<file path="src/rtl/fht_pkg.sv">
// Shared definitions for the FHT sequencing controller.
//   fsm_state_e : controller phase encoding
//   st_num()    : number of butterfly stages for a given bank address width
//   stage_w()   : bit width needed to hold a stage index
package fht_pkg;

  typedef enum logic [1:0] {
    IDLE  = 2'd0,
    READ  = 2'd1,
    DRAIN = 2'd2,
    FIN   = 2'd3
  } fsm_state_e;

  function automatic int unsigned st_num(input int unsigned a_bit);
    return a_bit + 2;
  endfunction

  function automatic int unsigned stage_w(input int unsigned a_bit);
    return $clog2(a_bit + 2);
  endfunction

endpackage

</file>
<file path="src/rtl/fht_dly_line.sv">
// Fixed-depth shift register with asynchronous active-low clear.
//   iCLK    : clock
//   iRESET  : async reset, active-low, clears every stage
//   iD      : WIDTH-bit input
//   oQ      : iD delayed by DEPTH cycles
module fht_dly_line #(
  parameter int unsigned WIDTH = 1,
  parameter int unsigned DEPTH = 1
) (
  input  logic             iCLK,
  input  logic             iRESET,
  input  logic [WIDTH-1:0] iD,
  output logic [WIDTH-1:0] oQ
);

  logic [DEPTH-1:0][WIDTH-1:0] pipe_q;
  logic [DEPTH-1:0][WIDTH-1:0] pipe_d;

  always_comb begin
    pipe_d    = pipe_q;
    pipe_d[0] = iD;
    for (int unsigned i = 1; i < DEPTH; i++) begin
      pipe_d[i] = pipe_q[i-1];
    end
  end

  always_ff @(posedge iCLK or negedge iRESET) begin
    if (!iRESET) pipe_q <= '0;
    else         pipe_q <= pipe_d;
  end

  assign oQ = pipe_q[DEPTH-1];

endmodule

</file>
<file path="src/rtl/fht_ctrl.sv">
// Sequencer for an in-place Fast Hartley Transform over four data banks.
// Each stage reads every bank address once, then idles BUT_LAT cycles so the
// butterfly pipeline empties before the next stage reads.
//   iCLK, iRESET          : clock, async active-low reset
//   iSTART                : one-cycle transform request (accepted in IDLE only)
//   oBUSY / oDONE         : transform in progress / one-cycle completion pulse
//   oRD_EN, oRD_ADDR      : bank read strobe and address
//   oWR_EN, oWR_ADDR      : bank write strobe and address (read delayed BUT_LAT)
//   oW_ADDR               : twiddle ROM address, aligned with the read
//   oST_ZERO, oST_LAST    : first / last stage flags
//   o2ND_PART_SUBSEC      : output-mixer select, one cycle ahead of the write
//   oSECTOR               : sector index for the input mixers
//   oSTAGE                : current stage number
module fht_ctrl
  import fht_pkg::*;
#(
  parameter int unsigned A_BIT   = 8,
  parameter int unsigned SEC_BIT = 9,
  parameter int unsigned BUT_LAT = 3
) (
  input  logic                      iCLK,
  input  logic                      iRESET,
  input  logic                      iSTART,
  output logic                      oBUSY,
  output logic                      oDONE,
  output logic                      oRD_EN,
  output logic [A_BIT-1:0]          oRD_ADDR,
  output logic                      oWR_EN,
  output logic [A_BIT-1:0]          oWR_ADDR,
  output logic [A_BIT-1:0]          oW_ADDR,
  output logic                      oST_ZERO,
  output logic                      oST_LAST,
  output logic                      o2ND_PART_SUBSEC,
  output logic [SEC_BIT-1:0]        oSECTOR,
  output logic [stage_w(A_BIT)-1:0] oSTAGE
);

  localparam int unsigned ST_NUM = st_num(A_BIT);
  localparam int unsigned SW     = stage_w(A_BIT);
  localparam int unsigned DW     = $clog2(BUT_LAT);
  localparam logic [A_BIT-1:0] ONES = '1;

  fsm_state_e       state_q, state_d;
  logic [SW-1:0]    stage_q, stage_d;
  logic [A_BIT-1:0] rd_cnt_q, rd_cnt_d;
  logic [DW-1:0]    drn_cnt_q, drn_cnt_d;

  logic             rd_en;
  logic             sel_now;
  logic [A_BIT-1:0] sel_shift;
  logic [A_BIT:0]   wr_dly;

  always_comb begin
    state_d   = state_q;
    stage_d   = stage_q;
    rd_cnt_d  = rd_cnt_q;
    drn_cnt_d = drn_cnt_q;
    case (state_q)
      IDLE: begin
        if (iSTART) begin
          state_d  = READ;
          stage_d  = '0;
          rd_cnt_d = '0;
        end
      end
      READ: begin
        if (rd_cnt_q == ONES) begin
          state_d   = DRAIN;
          rd_cnt_d  = '0;
          drn_cnt_d = '0;
        end else begin
          rd_cnt_d = rd_cnt_q + 1'b1;
        end
      end
      DRAIN: begin
        if (drn_cnt_q == DW'(BUT_LAT - 1)) begin
          drn_cnt_d = '0;
          if (stage_q == SW'(ST_NUM - 1)) begin
            state_d = FIN;
            stage_d = '0;
          end else begin
            state_d = READ;
            stage_d = stage_q + 1'b1;
          end
        end else begin
          drn_cnt_d = drn_cnt_q + 1'b1;
        end
      end
      FIN:     state_d = IDLE;
      default: state_d = IDLE;
    endcase
  end

  always_ff @(posedge iCLK or negedge iRESET) begin
    if (!iRESET) begin
      state_q   <= IDLE;
      stage_q   <= '0;
      rd_cnt_q  <= '0;
      drn_cnt_q <= '0;
    end else begin
      state_q   <= state_d;
      stage_q   <= stage_d;
      rd_cnt_q  <= rd_cnt_d;
      drn_cnt_q <= drn_cnt_d;
    end
  end

  // Address generation: rd_cnt is zero outside READ, so sector, twiddle
  // address and mixer select all fall to zero between stages.
  always_comb begin
    rd_en     = (state_q == READ);
    oSECTOR   = SEC_BIT'(rd_cnt_q) >> stage_q;
    oW_ADDR   = '0;
    sel_now   = 1'b0;
    sel_shift = '0;
    if (stage_q <= SW'(A_BIT)) begin
      // low 'stage' bits of the counter, left-justified in the ROM address
      oW_ADDR = (rd_cnt_q & ~(ONES << stage_q)) << (SW'(A_BIT) - stage_q);
    end
    if ((stage_q != '0) && (stage_q <= SW'(A_BIT))) begin
      sel_shift = rd_cnt_q >> (stage_q - 1'b1);
      sel_now   = sel_shift[0];
    end
  end

  fht_dly_line #(
    .WIDTH(A_BIT + 1),
    .DEPTH(BUT_LAT)
  ) u_wr_dly (
    .iCLK  (iCLK),
    .iRESET(iRESET),
    .iD    ({rd_en, rd_cnt_q}),
    .oQ    (wr_dly)
  );

  // Mixer select leads the write by one cycle because the butterfly output
  // mixer is itself registered.
  fht_dly_line #(
    .WIDTH(1),
    .DEPTH(BUT_LAT - 1)
  ) u_sel_dly (
    .iCLK  (iCLK),
    .iRESET(iRESET),
    .iD    (sel_now),
    .oQ    (o2ND_PART_SUBSEC)
  );

  assign oWR_EN   = wr_dly[A_BIT];
  assign oWR_ADDR = wr_dly[A_BIT-1:0];
  assign oRD_EN   = rd_en;
  assign oRD_ADDR = rd_cnt_q;
  assign oBUSY    = (state_q == READ) || (state_q == DRAIN);
  assign oDONE    = (state_q == FIN);
  assign oST_ZERO = (stage_q == '0);
  assign oST_LAST = (stage_q == SW'(ST_NUM - 1));
  assign oSTAGE   = stage_q;

endmodule

</file>
<file path="config.mk">
export PLATFORM = sky130hd
export DESIGN_NAME = fht_ctrl
export DESIGN_NICKNAME = d
export VERILOG_FILES = /design/src/rtl/fht_pkg.sv /design/src/rtl/fht_dly_line.sv /design/src/rtl/fht_ctrl.sv
export SDC_FILE = /design/constraint.sdc
export NUM_CORES = 1
export LEC_CHECK = 0
export BUFFER_PORTS_ARGS = -buffer_cell sky130_fd_sc_hd__buf_2
export CELL_PAD_IN_SITES_DETAIL_PLACEMENT = 2
export CELL_PAD_IN_SITES_GLOBAL_PLACEMENT = 2
export CORE_MARGIN = 2
export CORE_UTILIZATION = 37
export CTS_CLUSTER_DIAMETER = 50
export DETAILED_ROUTE_END_ITERATION = 12
export PLACE_DENSITY_LB_ADDON = 0.15
export SYNTH_ARGS = -nofsm -noshare
export SYNTH_HDL_FRONTEND = slang
export SYNTH_HIERARCHICAL = 1
export SYNTH_SLANG_ARGS = --single-unit
</file>
<file path="constraint.sdc">
create_clock -name iCLK -period 5.5 [get_ports iCLK]
set_clock_uncertainty 0.05 [all_clocks]
set_input_delay 0.275 -clock iCLK [delete_from_list [all_inputs] [get_ports iCLK]]
set_output_delay 0.275 -clock iCLK [all_outputs]
set_load 0.02 [all_outputs]
</file>
==> qor.json <==
{
  "ys_types": 47,
  "die_height_um": 84.9,
  "clock_tree_root_buffer_cell": "clkbuf_8",
  "synth.area.top_cells": "dfrtp_1 (47%), mux2i_1 (6.6%), ha_1 (6.2%)",
  "total_number_of_h_tree_levels": 2,
  "period_needed_ns": 3.20,
  "tritoncts": "done",
  "place.detailed.hpwl_um": 4490,
  "smallest_hold_slack_ns": 0.0680,
  "antenna_cells_inserted": 0,
  "floorplan.core_area_um2": 6350,
  "timing.setup.critical_path_class": "flop to output pin",
  "setup.worst_path.end_class": "output pin",
  "min_path_type": "primary input to async pin",
  "cts-root-to-sink-buffers": 2,
  "dieWidth_um": 84.9,
  "globalRoute.totalOverflow": 0,
  "finalHoldViolCount": 0,
  "globalplace.congestion": 0.756,
  "placement.io_buffers": 45,
  "final_antenna_net_count": 0,
  "synthMostInstantiatedCell": "dfrtp_1",
  "syn_to_final_growth_pct": 13.8,
  "postSynth.asyncResetShare_pct": 100,
  "critPathArrivalTime_ns": 2.87,
  "place_ws_ns": 2.62,
  "critical_path_peak_fanout": 31,
  "grt_pass1_vias": 2074,
  "postCtsSetupRepairBufs": 0,
  "power.ir.vdd_worst_uv": 234,
  "placed_cells_incl_taps": 342,
  "fin_setup_tns_ns": 0,
  "final_net_count": 287,
  "die_area_um2": 7200,
  "post_cts_hold_buffer_count": 0,
  "status": "finished, final reports clean",
  "clk_pin_slew_ns": 0.09,
  "mean_routed_wirelength_per_cell_um": 17.9,
  "synth_area_um2": 2420,
  "synth_nets": 251,
  "fmax_mhz": 313,
  "synth_flop_cell": "dfrtp_1",
  "grt_setup_unrepaired": "false",
  "gr-usage-all-layers_pct": 18.7,
  "vias": 1941,
  "post_synth.cell_area_avg_um2": 10.2,
  "synth.top_cells.by_count": "dfrtp_1 (45), nand2_1 (25), mux2i_1 (16), ha_1 (12), nor2_1 (10)",
  "synth_seq_area_share_pct": 46.6,
  "synth-edff-count": 0,
  "start_util_pct": 38.1,
  "synth-warning-count": 6,
  "finalWorstSetupSlack_ns": 2.30,
  "cpLargestDelayFamily": "buffers and inverters",
  "cts_made_buffers": 5,
  "timing_max_transition_violations_final": 0,
  "slew_headroom_pct": 35.7,
  "cp-start-kind": "flop",
  "path_cells": "buf_4, inv_2, ha_1, or4b_1, a2111oi_2, buf_2",
  "cts_resized": 0,
  "final.period_utilization_pct": 58.2,
  "row_count": 29,
  "grt_max_degree": 46,
  "iteration_0_drc_count_of_the_detailed_router": 118,
  "viasPerCell": 5.55,
  "pin_slew_with_the_least_headroom_to_its_limit_ns": 0.965,
  "stdcell_count": 350,
  "yosys.area.top_type": "dfrtp_1",
  "cp.buffers_inverters": 3,
  "clk_latency_ns": 0.31,
  "yosys.area.top_type_share_pct": 46.6,
  "power_dens_cells_nw_per_um2": 393,
  "synthesized_instance_count": 236,
  "synth_seq_cells": 45,
  "postRouteWirelength_um": 6250,
  "clock_sinks": 45,
  "max_cap_viol_count": 0,
  "antenna_violations_before_repair": 0,
  "layout-drive-gt1-share_pct": 23.4,
  "power.static_leakage_nw": 1.29,
  "grt_pass1_wl_um": 10800,
  "drtPass1Iterations": 4,
  "timing.critical_path.slowest_cell_delay_ns": 0.61,
  "setup_viol_count_final": 0,
  "cp_data_required_time_ns": 5.18,
  "cpMaxStageDelayCell": "or4b_1",
  "number_of_primary_i_o_pins": 47,
  "post_route_drc_violation_count": 0
}
## per-stage QoR
step | power, mW | cell area (µm²) | util (%)
after global routing | 1.16 | 2750 | 43.3
after floorplan | 0.752 | 2420 | -
after detailed placement | 0.884 | 2660 | 41.9
after CTS | 1.10 | 2750 | 43.3
after global placement | 0.865 | 2660 | 41.9
final | 1.08 | 2750 | 43.3
## power breakdown
part / total, mW / switching, mW / internal, mW
combinational: 0.423 / 0.271 / 0.152
clock: 0.210 / 0.120 / 0.0902
sequential: 0.448 / 0.0542 / 0.394
## cell usage in the layout (no fill, tap or decap), drive strengths merged, types with 2 or more instances in the layout
cell,instances
mux2,2
dfrtp,45
nand2b,6
mux4,3
nor2,10
o32ai,2
clkinv,3
clkbuf,5
a211oi,5
nor2b,6
and2,2
ha,12
o31ai,3
nor3,6
o21a,3
nand3,7
or3,2
inv,11
mux2i,16
a21oi,9
nand2,25
nor3b,3
a21o,4
a2111oi,3
a31oi,5
o211ai,2
o21ai,13
buf,46
## kinds of logic (layout without fill, tap and decap cells)
kind of cell	count (synthesis)	after routing	share of synthesized area, %
flip-flops	45	45	46.6
AND/OR/NAND/NOR	73	73	15.8
multiplexers	21	21	10.3
buffers and inverters	28	65	5.28
AO/OA/AOI/OAI	56	56	15.7
adder cells (fa/ha/maj)	12	12	6.21
other	1	1	0.155
## path summary, 6_finish.rpt
check / slack [ns] / cells after the start / endpoint / startpoint
setup reg to reg: 3.09 / 6 / u_sel_dly/pipe_d[1] / oSTAGE[0]
max in group asynchronous: 4.74 / 1 / u_wr_dly/oQ[0] / iRESET
hold / removal: 0.07 / 1 / u_wr_dly/oQ[5] / iRESET
hold reg to reg: 0.30 / 0 / u_wr_dly/oQ[2] / u_wr_dly/pipe_d[20]
setup / recovery: 2.30 / 6 / oW_ADDR[4] / oSTAGE[0]
min in group iCLK: 0.30 / 0 / u_wr_dly/oQ[2] / u_wr_dly/pipe_d[20]
## flip-flops by register name (all words and copies together) (netlist names)
name	flops
u_wr_dly/oQ	9
state_q	2
u_sel_dly/pipe_d	1
u_wr_dly/pipe_d	18
oSTAGE	4
oRD_ADDR	8
u_sel_dly/oQ	1
drn_cnt_q	2
## per-layer routing
| layer | track usage (%) | part of all wire [%] | up-vias |
|---|---|---|---|
| met1 | 25.5 | 48 | 990 |
| met5 | 0 | 0 | - |
| met2 | 31.6 | 48 | 36 |
| met4 | 3.03 | 0.61 | 0 |
| met3 | 3.79 | 3.3 | 3 |
| li1 | - | - | 912 |
## area by class of cell
| cell class | instances | area (µm²) |
|---|---|---|
| clock buffer | 5 | 68.8 |
| tap | 77 | 96.3 |
| clock inverter | 3 | 22.5 |
| sequential | 45 | 1130 |
| timing repair buffer | 46 | 233 |
| fill | 677 | 3600 |
| multi-input combinational | 163 | 1160 |
| inverter | 11 | 41.3 |
No activity file was read; power rests on OpenSTA's default activity.
